<file path="config.mk">
export PLATFORM = sky130hd
export DESIGN_NAME = float_clamp_arbiter_flat
export DESIGN_NICKNAME = d
export VERILOG_FILES = /design/src/rtl/float_clamp_arbiter_if.sv /design/src/rtl/float_clamp_arbiter.sv /design/src/flat_wrapper.sv
export SDC_FILE = /design/constraint.sdc
export NUM_CORES = 1
export LEC_CHECK = 0
export BUFFER_PORTS_ARGS = -buffer_cell sky130_fd_sc_hd__buf_2
export CAP_MARGIN = 20
export CORE_MARGIN = 1.5
export CORE_UTILIZATION = 40
export CTS_BUF_LIST = sky130_fd_sc_hd__clkbuf_4 sky130_fd_sc_hd__clkbuf_8
export DETAILED_ROUTE_END_ITERATION = 16
export PLACE_DENSITY = 0.73
export SLEW_MARGIN = 20
export SYNTH_ARGS = -nofsm -noshare
export SYNTH_HDL_FRONTEND = slang
export SYNTH_SLANG_ARGS = --single-unit
</file>
<file path="constraint.sdc">
create_clock -name aclk -period 3.3 [get_ports aclk]
set_clock_uncertainty 0.2 [all_clocks]
set_input_delay 0.33 -clock aclk [delete_from_list [all_inputs] [get_ports aclk]]
set_output_delay 0.33 -clock aclk [all_outputs]
set_load 0.05 [all_outputs]
</file>
<file path="src/rtl/float_clamp_arbiter_if.sv">
// Stream bundle for float_clamp_arbiter: per-requester operands, the shared-unit
// operand/result streams and the tagged result stream.
interface float_clamp_arbiter_if #(
    parameter int unsigned SIZE    = 32,
    parameter int unsigned NUM_REQ = 3
);
    localparam int unsigned IDW = (NUM_REQ > 1) ? $clog2(NUM_REQ) : 1;

    logic [NUM_REQ*SIZE-1:0] s_req_tdata;
    logic [NUM_REQ-1:0]      s_req_tvalid;
    logic [NUM_REQ-1:0]      s_req_tready;
    logic [SIZE-1:0]         m_unit_tdata;
    logic                    m_unit_tvalid;
    logic                    m_unit_tready;
    logic [SIZE-1:0]         s_unit_tdata;
    logic                    s_unit_tvalid;
    logic                    s_unit_tready;
    logic [SIZE-1:0]         m_result_tdata;
    logic [IDW-1:0]          m_result_tid;
    logic                    m_result_tvalid;
    logic                    m_result_tready;

    modport slave (
        input  s_req_tdata, s_req_tvalid, m_unit_tready, s_unit_tdata, s_unit_tvalid, m_result_tready,
        output s_req_tready, m_unit_tdata, m_unit_tvalid, s_unit_tready,
               m_result_tdata, m_result_tid, m_result_tvalid
    );

    modport master (
        output s_req_tdata, s_req_tvalid, m_unit_tready, s_unit_tdata, s_unit_tvalid, m_result_tready,
        input  s_req_tready, m_unit_tdata, m_unit_tvalid, s_unit_tready,
               m_result_tdata, m_result_tid, m_result_tvalid
    );
endinterface

</file>
<file path="src/rtl/float_clamp_arbiter.sv">
// Round-robin arbiter sharing one in-order clamp unit among NUM_REQ requesters,
// tagging results by requester. Define CLAMP_ARB_STATS_EN for per-requester grant counters.
module float_clamp_arbiter #(
    parameter int unsigned SIZE      = 32,
    parameter int unsigned NUM_REQ   = 3,
    parameter int unsigned TAG_DEPTH = 8
) (
    input  logic                  aclk,
    input  logic                  aresetn,
    float_clamp_arbiter_if.slave  bus,
    output logic                  busy
`ifdef CLAMP_ARB_STATS_EN
    ,
    output logic [NUM_REQ*16-1:0] grant_count
`endif
);
    localparam int unsigned IDW = (NUM_REQ > 1) ? $clog2(NUM_REQ) : 1;
    localparam int unsigned PW  = (TAG_DEPTH > 1) ? $clog2(TAG_DEPTH) : 1;
    localparam int unsigned CW  = $clog2(TAG_DEPTH + 1);

    logic [IDW-1:0]  rr_q, rr_d, grant, rot_idx;
    logic [IDW:0]    rot_sum;
    logic            found;
    logic            hold_q, hold_d;
    logic [IDW-1:0]  hold_g_q, hold_g_d;
    logic [PW-1:0]   wr_q, rd_q;
    logic [CW-1:0]   cnt_q, cnt_d;
    logic [IDW-1:0]  tag_mem [TAG_DEPTH];
    logic [SIZE-1:0] req_data [NUM_REQ];
    logic [NUM_REQ-1:0] req_ready;
    logic            tag_full, tag_empty, unit_valid, push, pop;

    for (genvar i = 0; i < NUM_REQ; i++) begin : g_slice
        assign req_data[i] = bus.s_req_tdata[i*SIZE +: SIZE];
    end

    assign tag_full  = (cnt_q == CW'(TAG_DEPTH));
    assign tag_empty = (cnt_q == '0);

    // Rotating priority search; a stalled offer keeps its grant until it is taken
    // or its requester withdraws, so late higher-priority arrivals cannot steal it.
    always_comb begin
        grant   = '0;
        found   = 1'b0;
        rot_sum = '0;
        rot_idx = '0;
        for (int unsigned i = 0; i < NUM_REQ; i++) begin
            rot_sum = {1'b0, rr_q} + (IDW+1)'(i);
            if (rot_sum >= (IDW+1)'(NUM_REQ))
                rot_sum = rot_sum - (IDW+1)'(NUM_REQ);
            rot_idx = rot_sum[IDW-1:0];
            if (!found && bus.s_req_tvalid[rot_idx]) begin
                grant = rot_idx;
                found = 1'b1;
            end
        end
        if (hold_q && bus.s_req_tvalid[hold_g_q])
            grant = hold_g_q;
    end

    always_comb begin
        req_ready        = '0;
        req_ready[grant] = aresetn & bus.m_unit_tready & ~tag_full;
    end

    assign unit_valid          = aresetn & (|bus.s_req_tvalid) & ~tag_full;
    assign push                = unit_valid & bus.m_unit_tready;
    assign bus.m_unit_tvalid   = unit_valid;
    assign bus.m_unit_tdata    = req_data[grant];
    assign bus.s_req_tready    = req_ready;

    assign bus.m_result_tdata  = bus.s_unit_tdata;
    assign bus.m_result_tid    = tag_mem[rd_q];
    assign bus.m_result_tvalid = aresetn & bus.s_unit_tvalid & ~tag_empty;
    assign bus.s_unit_tready   = aresetn & bus.m_result_tready & ~tag_empty;
    assign pop                 = bus.s_unit_tvalid & bus.s_unit_tready;
    assign busy                = ~tag_empty;

    always_comb begin
        rr_d     = rr_q;
        hold_d   = unit_valid & ~bus.m_unit_tready;
        hold_g_d = grant;
        cnt_d    = cnt_q;
        if (push)
            rr_d = (grant == IDW'(NUM_REQ - 1)) ? '0 : grant + 1'b1;
        if (push && !pop)
            cnt_d = cnt_q + 1'b1;
        else if (pop && !push)
            cnt_d = cnt_q - 1'b1;
    end

    always_ff @(posedge aclk or negedge aresetn) begin
        if (!aresetn) begin
            rr_q     <= '0;
            hold_q   <= 1'b0;
            hold_g_q <= '0;
            wr_q     <= '0;
            rd_q     <= '0;
            cnt_q    <= '0;
        end else begin
            rr_q     <= rr_d;
            hold_q   <= hold_d;
            hold_g_q <= hold_g_d;
            cnt_q    <= cnt_d;
            if (push) wr_q <= wr_q + 1'b1;
            if (pop)  rd_q <= rd_q + 1'b1;
        end
    end

    always_ff @(posedge aclk) begin
        if (push)
            tag_mem[wr_q] <= grant;
    end

`ifdef CLAMP_ARB_STATS_EN
    logic [15:0] gcnt_q [NUM_REQ];

    always_ff @(posedge aclk or negedge aresetn) begin
        if (!aresetn) begin
            for (int unsigned i = 0; i < NUM_REQ; i++)
                gcnt_q[i] <= '0;
        end else if (push && gcnt_q[grant] != '1) begin
            gcnt_q[grant] <= gcnt_q[grant] + 1'b1;
        end
    end

    for (genvar i = 0; i < NUM_REQ; i++) begin : g_stats
        assign grant_count[i*16 +: 16] = gcnt_q[i];
    end
`endif
endmodule

</file>
<file path="src/flat_wrapper.sv">
// flat-port wrapper written by rule: the top's interface ports become plain ports
module float_clamp_arbiter_flat 
#(
    parameter int unsigned SIZE      = 32,
    parameter int unsigned NUM_REQ   = 3,
    parameter int unsigned TAG_DEPTH = 8
)
  (aclk, aresetn, busy, bus_s_req_tdata, bus_s_req_tvalid, bus_m_unit_tready, bus_s_unit_tdata, bus_s_unit_tvalid, bus_m_result_tready, bus_s_req_tready, bus_m_unit_tdata, bus_m_unit_tvalid, bus_s_unit_tready, bus_m_result_tdata, bus_m_result_tid, bus_m_result_tvalid);
  float_clamp_arbiter_if #(.SIZE(SIZE), .NUM_REQ(NUM_REQ)) bus_i ();
  input  logic aclk;
  input  logic aresetn;
  output logic busy;
  input wire logic [$bits(bus_i.s_req_tdata)-1:0] bus_s_req_tdata;
  input wire logic [$bits(bus_i.s_req_tvalid)-1:0] bus_s_req_tvalid;
  input wire logic [$bits(bus_i.m_unit_tready)-1:0] bus_m_unit_tready;
  input wire logic [$bits(bus_i.s_unit_tdata)-1:0] bus_s_unit_tdata;
  input wire logic [$bits(bus_i.s_unit_tvalid)-1:0] bus_s_unit_tvalid;
  input wire logic [$bits(bus_i.m_result_tready)-1:0] bus_m_result_tready;
  output wire logic [$bits(bus_i.s_req_tready)-1:0] bus_s_req_tready;
  output wire logic [$bits(bus_i.m_unit_tdata)-1:0] bus_m_unit_tdata;
  output wire logic [$bits(bus_i.m_unit_tvalid)-1:0] bus_m_unit_tvalid;
  output wire logic [$bits(bus_i.s_unit_tready)-1:0] bus_s_unit_tready;
  output wire logic [$bits(bus_i.m_result_tdata)-1:0] bus_m_result_tdata;
  output wire logic [$bits(bus_i.m_result_tid)-1:0] bus_m_result_tid;
  output wire logic [$bits(bus_i.m_result_tvalid)-1:0] bus_m_result_tvalid;
  assign bus_i.s_req_tdata = bus_s_req_tdata;
  assign bus_i.s_req_tvalid = bus_s_req_tvalid;
  assign bus_i.m_unit_tready = bus_m_unit_tready;
  assign bus_i.s_unit_tdata = bus_s_unit_tdata;
  assign bus_i.s_unit_tvalid = bus_s_unit_tvalid;
  assign bus_i.m_result_tready = bus_m_result_tready;
  assign bus_s_req_tready = bus_i.s_req_tready;
  assign bus_m_unit_tdata = bus_i.m_unit_tdata;
  assign bus_m_unit_tvalid = bus_i.m_unit_tvalid;
  assign bus_s_unit_tready = bus_i.s_unit_tready;
  assign bus_m_result_tdata = bus_i.m_result_tdata;
  assign bus_m_result_tid = bus_i.m_result_tid;
  assign bus_m_result_tvalid = bus_i.m_result_tvalid;
  float_clamp_arbiter #(.SIZE(SIZE), .NUM_REQ(NUM_REQ), .TAG_DEPTH(TAG_DEPTH)) u_core (.aclk(aclk), .aresetn(aresetn), .bus(bus_i), .busy(busy));
endmodule
</file>
==> impl_metrics.env, run 1 <==
export IMPL_status="finished, final reports clean"
export IMPL_setup_viol_count_final=0
export IMPL_peakVddDrop_mv=0.8238
export IMPL_antenna_found_initial=0
export IMPL_p_leak_nw=1.663
export IMPL_multi_input_area_um2=1909
export IMPL_layout_nets=605
export IMPL_final_setup_worst_slack_ps=207.4
export IMPL_synth_nets=508
export IMPL_tightest_slew_ps=459.8
export IMPL_synth_distinct_cells=50
export IMPL_cts_buffer_depth=2
export IMPL_synth_edf_count=16
export IMPL_finalHoldViolCount=0
export IMPL_yosysWarnings=0
export IMPL_synth_most_common_cell="o211ai_1"
export IMPL_ys_ff_latch=31
export IMPL_dieWidth_um=92.28
export IMPL_htreeDepth=2
export IMPL_reg2regPathDepth=12
export IMPL_grt_util_met1_pct=29.03
export IMPL_vias=3373
export IMPL_synth_top_cells_by_count="o211ai_1 (57), a21oi_1 (36), buf_4 (34), nand3_1 (34), a22o_1 (32)"
export IMPL_grt_use_met3_pct=4.561
export IMPL_hpwl_um=7159
export IMPL_crit_path_start_kind="flip-flop"
export IMPL_min_period_ps=3093
export IMPL_timing_setup_tns_ps=0
export IMPL_drive_above_1_share_pct=40.69
export IMPL_power_mw=4.198
export IMPL_clkTransAtPathRegs_ps=70
export IMPL_use_met2_pct=38.77
export IMPL_drcViolationCount=0
export IMPL_slew_headroom_pct=69.06
export IMPL_worstReg2RegStart="u_core.cnt_q[1]"
export IMPL_yosysTopAreaCellShare_pct=15.07
export IMPL_wl_per_cell_um=17.20
export IMPL_synth_ff_type="edfxtp_1"
export IMPL_ys_top_cells_by_area="edfxtp_1 (15%), o211ai_1 (13%), dfrtp_1 (12%)"
export IMPL_viasPerCell=5.980
export IMPL_holdPathStages=2
export IMPL_slew_viol_final=0
export IMPL_io_pins=209
export IMPL_ys_async_sr_fraction_pct=48.39
export IMPL_dieArea_um2=8515
export IMPL_cts_sinks=31
export IMPL_syn_to_final_growth_pct=20.96
export IMPL_netlist_top_cell_by_area="edfxtp_1"
export IMPL_overflow=0
export IMPL_cp_end_kind="output pin"
export IMPL_avgSynthCellArea_um2=8.758
export IMPL_fp_dieH_um=92.28
export IMPL_arrival_ps=2560
export IMPL_clkLatencyLatePin_ps=280
export IMPL_startpoint="u_core.rr_q[0]"
export IMPL_utilization_pct=49.90
export IMPL_nFillCells=721
export IMPL_grt_pass1_wl_um=15370
export IMPL_cp_max_fo=33
export IMPL_grt_pass1_vias=3180
export IMPL_power_per_cell_area_nw_per_um2=1089
export IMPL_grt_busiest_layer="met2"
export IMPL_num_rows=32
export IMPL_required_ps=2770
export IMPL_cts_inserted_buffers=5
export IMPL_first_pass_iters=5
export IMPL_regArea_um2=855.8
export IMPL_port_buffers=144
export IMPL_ant_nets=0
export IMPL_core_um2=7727
export IMPL_syn_inst=364
export IMPL_hp_start="bus_m_unit_tready"
export IMPL_postCtsSetupRepairBufs=0
export IMPL_syn_area_um2=3188
export IMPL_cts_tree="done"
export IMPL_track_usage_pct=22.43
export IMPL_drtIter0Drc=153
export IMPL_wl_um=9703
export IMPL_worstHoldPathType="primary input to flip-flop"
export IMPL_root_buffer="clkbuf_8"
export IMPL_cap_violations=0
export IMPL_initial_utilization_pct=41.26
export IMPL_hold_slack_ps=30.60
export IMPL_gp_congestion=0.8125
export IMPL_num_antenna_cells=0
export IMPL_fin_crit_sh_pct=93.71
export IMPL_rsz0062_at_grt="false"
export IMPL_grt_max_degree=35
export IMPL_crit_type="flip-flop to output pin"
export IMPL_pre_cts_ws_ps=322.7
export IMPL_synth_seq_area_share_pct=26.84
export IMPL_max_freq_mhz=323.4
[what timing repair did]
item                                   4_1_cts  5_1_grt
endpoints found under the hold margin       15        0
resized for setup                            0        1
setup endpoints to repair                    0        3
hold buffers                                 1        0
[state kept, by name, indices dropped and copies added, names as in the netlist]
register,cells
u_core.hold_q,1
u_core.wr_q,3
u_core.rr_q,2
u_core.hold_g_q,2
u_core.rd_q,3
u_core.cnt_q,4
u_core.tag_mem,16
[metal layers]
metal  up-vias  share of wire, %
met3        10               7.8
met2       163                49
met1      1619                42
li1       1581                 -
met5         -                 0
met4         0              0.90
[kinds of logic (layout without fill, tap and decap cells)]
logic type / count (synthesis) / in the layout / share of synthesized area (%)
compound gates: 148 / 148 / 34.77
simple gates: 86 / 86 / 14.76
buf+inv: 75 / 173 / 13.81
flops: 31 / 31 / 26.84
fa+ha+maj: 8 / 8 / 3.375
xor+xnor: 8 / 8 / 2.198
mux: 8 / 8 / 4.239
[cell type report]
class	count	area share, %
repair buffers	157	22.03
flip-flops and latches	31	22.19
multi-input cells	258	49.51
clock buffers	5	1.785
inverters	8	0.7787
clock inverters	3	0.3894
well taps	102	3.310
[cell usage in the layout, fill, tap and decap left out, types with 3 or more instances in the layout]
cell      count
a21oi_1      36
a22o_1       32
buf_2       144
buf_4         9
clkbuf_8      5
dfrtp_1      15
edfxtp_1     16
ha_1          7
inv_1         7
mux2_2        3
mux4_2        4
nand2_1      14
nand3_1      34
nor2_1        6
nor2b_1       4
nor3_1        6
o211ai_1     57
o211ai_2      9
o21ai_0       3
xnor2_1       7
[metrics by stage]
step	area, µm²	std cells
4_1_cts	3852	564
6_report	3856	564
3_3_place_gp	3759	555
2_1_floorplan	3199	364
3_5_place_dp	3759	555
5_1_grt	3856	564
[path summary, 6_finish.rpt]
| kind | endpoint | slack (ps) |
|---|---|---|
| hold / removal | u_core.hold_q | 30 |
| min in group asynchronous | u_core.cnt_q[1] | 230 |
| hold reg to reg | u_core.cnt_q[3] | 310 |
| setup / recovery | bus_m_unit_tdata[27] | 210 |
| max in group asynchronous | u_core.rd_q[2] | 2270 |
| setup reg to reg | u_core.cnt_q[3] | 330 |
[where the power goes]
part / total, mW / internal [mW] / switching, mW
sequential: 0.690 / 0.545 / 0.145
clock: 0.280 / 0.143 / 0.137
combinational: 3.23 / 0.937 / 2.29
[critical path, stage by stage (launching register included)]
cell and delay [ps]:
dfrtp_1 350, inv_1 80, ha_1 360, nor2_1 230, o211ai_1 140, nand3_1 130, buf_4 360, o211ai_1 150
o211ai_1 150, buf_2 310
Power figures use the tool's default switching activity.
==> run 2: changes to the inputs <==
Clock period 3.3 ns to 3.6 ns, I/O delays scaled along.
==> run 2 against run 1 <==
Compared with the run above: global-route usage is 0.97 points higher; combinational power is 9.9% lower; setup slack better by 140 ps; via count hardly changed; design area is 0.49% lower; critical path type unchanged; critical endpoint is now bus_s_req_tready[1]; highest routed layer unchanged.
==> impl_metrics.env, run 2 (synthesis gave the netlist of run 1 again) <==
export IMPL_status="finished, final reports clean"
export IMPL_arrival_ps=2690
export IMPL_slew_headroom_pct=65.69
export IMPL_root_buffer="clkbuf_8"
export IMPL_nFillCells=750
export IMPL_dieArea_um2=8515
export IMPL_antenna_found_initial=1
export IMPL_slowest_stage="dfrtp_1"
export IMPL_largest_register_ffs=16
export IMPL_cap_violations=0
export IMPL_hold_path_endpoint="u_core.hold_q"
export IMPL_path_cells="inv_1 > ha_1 > nor2b_1 > nor4b_1 > o21a_1 > buf_4 > o21ai_1 > a21oi_1 > buf_2"
export IMPL_grt_max_degree=35
export IMPL_critPathBufInv=3
export IMPL_dieWidth_um=92.28
export IMPL_gp_congestion=0.7867
export IMPL_largest_register="u_core.tag_mem"
export IMPL_wl_um=10040
export IMPL_fp_dieH_um=92.28
export IMPL_cp_max_fo=33
export IMPL_cts_tree="done"
export IMPL_core_um2=7727
export IMPL_ant_nets=0
export IMPL_cts_resized=0
export IMPL_io_pins=209
export IMPL_min_period_ps=3253
export IMPL_power_per_cell_area_nw_per_um2=1016
export IMPL_postCtsSetupRepairBufs=0
export IMPL_worstReg2RegStart="u_core.cnt_q[1]"
export IMPL_ctsHoldBuffers=1
export IMPL_drcViolationCount=0
export IMPL_setup_viol_count_final=0
export IMPL_critical_path_top_delay_family="buffers and inverters"
export IMPL_crit_type="flip-flop to output pin"
export IMPL_final_common_cell="buf_2"
export IMPL_vias=3376
export IMPL_cts_buffer_depth=2
export IMPL_overflow=0
export IMPL_cp_end_kind="output pin"
export IMPL_cpPeakStageDelay_ps=390
export IMPL_finalHoldViolCount=0
export IMPL_holdPathStages=2
export IMPL_slew_viol_final=0
export IMPL_drtIter0Drc=172
export IMPL_tightest_slew_ps=507.5
export IMPL_final_cell_mix="buf_2 (144), o211ai_1 (57), a21oi_1 (36)"
export IMPL_drive_above_1_share_pct=40.22
export IMPL_timing_setup_tns_ps=0
export IMPL_max_freq_mhz=307.4
export IMPL_wl_per_cell_um=17.84
export IMPL_track_usage_pct=23.40
export IMPL_reg2regPathDepth=12
export IMPL_hp_start="bus_m_unit_tready"
export IMPL_utilization_pct=49.66
export IMPL_num_rows=32
export IMPL_cts_sinks=31
export IMPL_initial_utilization_pct=41.26
export IMPL_clkLatencyLatePin_ps=290
export IMPL_power_mw=3.897
export IMPL_rsz0062_at_grt="false"
export IMPL_first_pass_iters=5
export IMPL_port_buffers=144
export IMPL_cts_inserted_buffers=5
export IMPL_rr_endpoint="u_core.cnt_q[3]"
export IMPL_required_ps=3040
export IMPL_fin_crit_sh_pct=90.36
export IMPL_grt_pass1_wl_um=16030
export IMPL_layout_nets=603
export IMPL_worstHoldPathType="primary input to flip-flop"
export IMPL_crit_path_start_kind="flip-flop"
export IMPL_syn_to_final_growth_pct=20.37
export IMPL_peakVddDrop_mv=0.6385
export IMPL_htreeDepth=2
export IMPL_largestRegisters="u_core.tag_mem x16, u_core.cnt_q x4"
export IMPL_hpwl_um=7252
export IMPL_p_leak_nw=1.662
export IMPL_clkTransAtPathRegs_ps=60
export IMPL_rrSetupSlack_ps=360
export IMPL_viasPerCell=5.996
export IMPL_grt_pass1_vias=3304
==> run 2: cell types whose count changed in the layout (fill, tap and decap cells not counted), sizes merged <==
cell and delta:
buf -2, bufinv +1, clkbuf +1, clkinv -1, clkinvlp -1, diode +1
==> run 2: worst max path at each step <==
stage	start	end	slack, ps	depth (start not counted)
final	u_core.rr_q[0]	bus_s_req_tready[1]	350	9
after global routing	u_core.cnt_q[0]	u_core.cnt_q[3]	100	12
after CTS	u_core.rr_q[0]	bus_s_req_tready[1]	360	9
after detailed placement	u_core.cnt_q[0]	u_core.cnt_q[3]	380	12
after global placement	u_core.cnt_q[1]	u_core.cnt_q[3]	560	12
after floorplan	u_core.rr_q[0]	bus_s_req_tready[0]	0.7	8
==> run 2: cell type report <==
| cell class | count | area [µm²] | area share [%] |
|---|---|---|---|
| Multi-Input combinational cell | 258 | 1898 | 49.46 |
| Sequential cell | 31 | 855.8 | 22.30 |
| Antenna cell | 1 | 2.502 | 0.06521 |
| Inverter | 8 | 30.03 | 0.7825 |
| Timing Repair Buffer | 155 | 805.8 | 21.00 |
| Clock inverter | 2 | 35.03 | 0.9129 |
| Tap cell | 102 | 127.6 | 3.326 |
| Clock buffer | 6 | 82.58 | 2.152 |
==> run 2: report_power, final <==
part	leakage, nW	switching [mW]	internal (mW)
Sequential	0.330	0.136	0.500
Combinational	1.27	2.09	0.822
Clock	0.0612	0.127	0.224
Total	1.66	2.35	1.55
==> run 2: per-stage QoR <==
step | hold WS [ps] | setup slack [ps] | instances | instance area, µm²
after global placement | 168.9 | 559.5 | 553 | 3707
after floorplan | -135.6 | 0.7083 | 364 | 3188
final | 59.19 | 347.2 | 563 | 3837
after global routing | 78.30 | 96.51 | 563 | 3837
after CTS | 59.97 | 356.0 | 562 | 3835
after detailed placement | 174.7 | 377.8 | 553 | 3707
==> run 2: routing by layer <==
layer	up-vias	global-route usage, %	part of all wire (%)
met4	0	7.436	1.6
met1	1596	28.85	40
met3	16	6.633	8.7
met5	-	0	0
li1	1579	-	-
met2	185	39.26	50
==> run 3: changes to the inputs <==
Settings changed: ABC_AREA set to 1, PLACE_DENSITY 0.73 to 0.74.
==> run 3 against run 2 <==
Compared with the run above: die area decreased by 6.1%; register-to-register slack improved by 600 ps; synthesized area decreased by 6.3%; hold slack got worse by 12 ps; first-iteration DRC count decreased by 45%; setup slack got worse by 120 ps; core utilization increased by 0.30 points; sequential cell count unchanged.
==> impl_metrics.env, run 3 <==
export IMPL_slew_headroom_pct=66.91
export IMPL_timing_setup_tns_ps=0
export IMPL_drcViolationCount=0
export IMPL_avgSynthCellArea_um2=8.186
export IMPL_critical_path_top_delay_family="simple AND/OR/NAND/NOR gates"
export IMPL_path_cells="inv_1 > ha_1 > inv_1 > nand2_1 > nand3_1 > nand2_1 > nand3_2 > nand2_2 > nor2_4 > nor2_4 > nor2_8 > buf_4 > nand3_2 > nand3_2 > buf_2"
export IMPL_tightest_slew_ps=496.4
export IMPL_num_rows=31
export IMPL_clkLatencyLatePin_ps=280
export IMPL_fp_dieH_um=89.43
export IMPL_num_antenna_cells=0
export IMPL_crit_path_start_kind="flip-flop"
export IMPL_nFillCells=698
export IMPL_largest_register_ffs=16
export IMPL_grt_max_degree=35
export IMPL_slowest_stage="dfrtp_1"
export IMPL_dieWidth_um=89.43
export IMPL_cp_max_fo=21
export IMPL_syn_inst=365
export IMPL_rrSetupSlack_ps=960
export IMPL_synth_distinct_cells=37
export IMPL_layout_nets=623
export IMPL_rsz0062_at_grt="false"
export IMPL_setup_viol_count_final=0
export IMPL_cts_inserted_buffers=5
export IMPL_final_common_cell="buf_2"
export IMPL_cts_buffer_depth=2
export IMPL_critPathBufInv=4
export IMPL_cp_end_kind="output pin"
export IMPL_cpPeakStageDelay_ps=360
export IMPL_syn_area_um2=2988
export IMPL_worstHoldPathType="primary input to flip-flop"
export IMPL_cts_tree="done"
export IMPL_yosysWarnings=0
export IMPL_wl_per_cell_um=13.49
export IMPL_overflow=0
export IMPL_fin_crit_sh_pct=93.75
export IMPL_gp_congestion=0.8906
export IMPL_htreeDepth=2
export IMPL_crit_type="flip-flop to output pin"
export IMPL_initial_utilization_pct=41.19
export IMPL_ant_nets=0
export IMPL_required_ps=3040
export IMPL_synth_edf_count=16
export IMPL_synth_most_common_cell="nand2_1"
export IMPL_antenna_found_initial=0
export IMPL_cts_sinks=31
export IMPL_synth_top_cells_by_count="nand2_1 (88), nand3_2 (60), buf_4 (34), nor2_1 (33), nand3_1 (21)"
export IMPL_holdPathStages=2
export IMPL_ys_ff_latch=31
export IMPL_vias=2830
export IMPL_hp_start="bus_m_unit_tready"
export IMPL_critPathMostFrequentCell="nand3_2"
export IMPL_syn_to_final_growth_pct=21.27
export IMPL_synth_ff_type="edfxtp_1"
export IMPL_reg2regPathDepth=12
export IMPL_synth_nets=509
export IMPL_track_usage_pct=19.48
export IMPL_rr_endpoint="u_core.cnt_q[3]"
export IMPL_cts_resized=0
export IMPL_grt_pass1_wl_um=12090
export IMPL_worstReg2RegStart="u_core.cnt_q[1]"
export IMPL_max_freq_mhz=296.3
export IMPL_drtIter0Drc=95
export IMPL_hpwl_um=6215
export IMPL_viasPerCell=4.888
export IMPL_core_um2=7253
export IMPL_ys_async_sr_fraction_pct=48.39
export IMPL_wl_um=7812
export IMPL_root_buffer="clkbuf_8"
export IMPL_min_period_ps=3375
export IMPL_drive_above_1_share_pct=51.04
export IMPL_netlist_top_cell_by_area="nand3_2"
export IMPL_port_buffers=144
export IMPL_cap_violations=0
export IMPL_io_pins=209
export IMPL_hold_path_endpoint="u_core.hold_q"
export IMPL_status="finished, final reports clean"
export IMPL_largest_register="u_core.tag_mem"
export IMPL_finalHoldViolCount=0
export IMPL_dieArea_um2=7997
export IMPL_largestRegisters="u_core.tag_mem x16, u_core.cnt_q x4"
export IMPL_arrival_ps=2820
export IMPL_final_cell_mix="buf_2 (144), nand2_1 (88), nand3_2 (60)"
export IMPL_synth_seq_area_share_pct=28.64
export IMPL_first_pass_iters=4
export IMPL_grt_pass1_vias=2708
export IMPL_yosysTopAreaCellShare_pct=20.10
export IMPL_slew_viol_final=0
export IMPL_clkTransAtPathRegs_ps=60
export IMPL_ys_top_cells_by_area="nand3_2 (20%), edfxtp_1 (16%), dfrtp_1 (13%)"
[run 3: cell types whose count changed after synthesis, sizes merged, moves of 11 or more]
cell / previous run / this run
a22o: 32 / 0
a21oi: 36 / 2
nand3: 35 / 81
nor2: 6 / 39
clkbuf: 23 / 1
nand2: 14 / 102
o211ai: 66 / 0
o21ai: 4 / 15
inv: 8 / 22
[run 3: what timing repair did]
action                    in CTS  in global routing
hold endpoints to repair      15                  0
buffers inserted               0                  0
hold buffers                   1                  0
[run 3: final cells by class]
class	instances	area (µm²)	area share, %
inverters	23	88.84	2.452
flip-flops and latches	31	855.8	23.62
clock buffers	5	68.82	1.899
clock inverters	3	38.79	1.070
well taps	99	123.9	3.419
multi-input cells	266	1664	45.93
repair buffers	152	783.3	21.62
[run 3: logic make-up (layout without fill, tap and decap cells)]
family | after synthesis | after routing | synth area share (%)
buffers and inverters | 68 | 183 | 15.66
adders and majority gates | 8 | 8 | 3.601
AOI/OAI and AO/OA | 24 | 24 | 4.942
DFF | 31 | 31 | 28.64
xor gates and xnor gates | 6 | 6 | 1.759
and+or+nand+nor | 228 | 228 | 45.39
[run 3: routing by layer]
layer  vias to the layer above  wire [µm]  global-route usage [%]  share of wire (%)
met3                        12        498                   4.709                6.4
met4                         0        115                   6.573                1.5
met5                         -          0                       0                  0
met2                       113       4216                   36.43                 54
met1                      1307       2981                   21.42                 38
li1                       1398          -                       -                  -
[run 3: stage by stage]
step | setup slack (ps) | utilization [%] | hold WS [ps] | instances | cell area (µm²)
2_1_floorplan | 175.6 | - | -135.6 | 365 | 2988
3_3_place_gp | 616.2 | 48.34 | -3.096 | 570 | 3506
3_5_place_dp | 531.3 | 48.34 | -2.896 | 570 | 3506
4_1_cts | 207.1 | 49.96 | 34.55 | 579 | 3623
5_1_grt | 9.702 | 49.96 | 37.07 | 579 | 3623
6_report | 225.0 | 49.96 | 47.02 | 579 | 3623
[run 3: how the worst max path moves through the flow]
stage	startpoint	endpoint	slack (ps)	cells after the start
2_1_floorplan	u_core.cnt_q[0]	u_core.cnt_q[3]	180	14
3_3_place_gp	u_core.rr_q[0]	bus_m_unit_tdata[15]	620	15
3_5_place_dp	u_core.rr_q[0]	bus_m_unit_tdata[15]	530	15
4_1_cts	u_core.rr_q[0]	bus_m_unit_tdata[15]	210	15
5_1_grt	u_core.rr_q[0]	bus_m_unit_tdata[10]	10	15
6_report	u_core.rr_q[0]	bus_m_unit_tdata[16]	220	15
Power of run 3 is left out: the tool's default activity adds up to more than one toggle a clock period on the data nets, which glitch-free logic cannot reach.
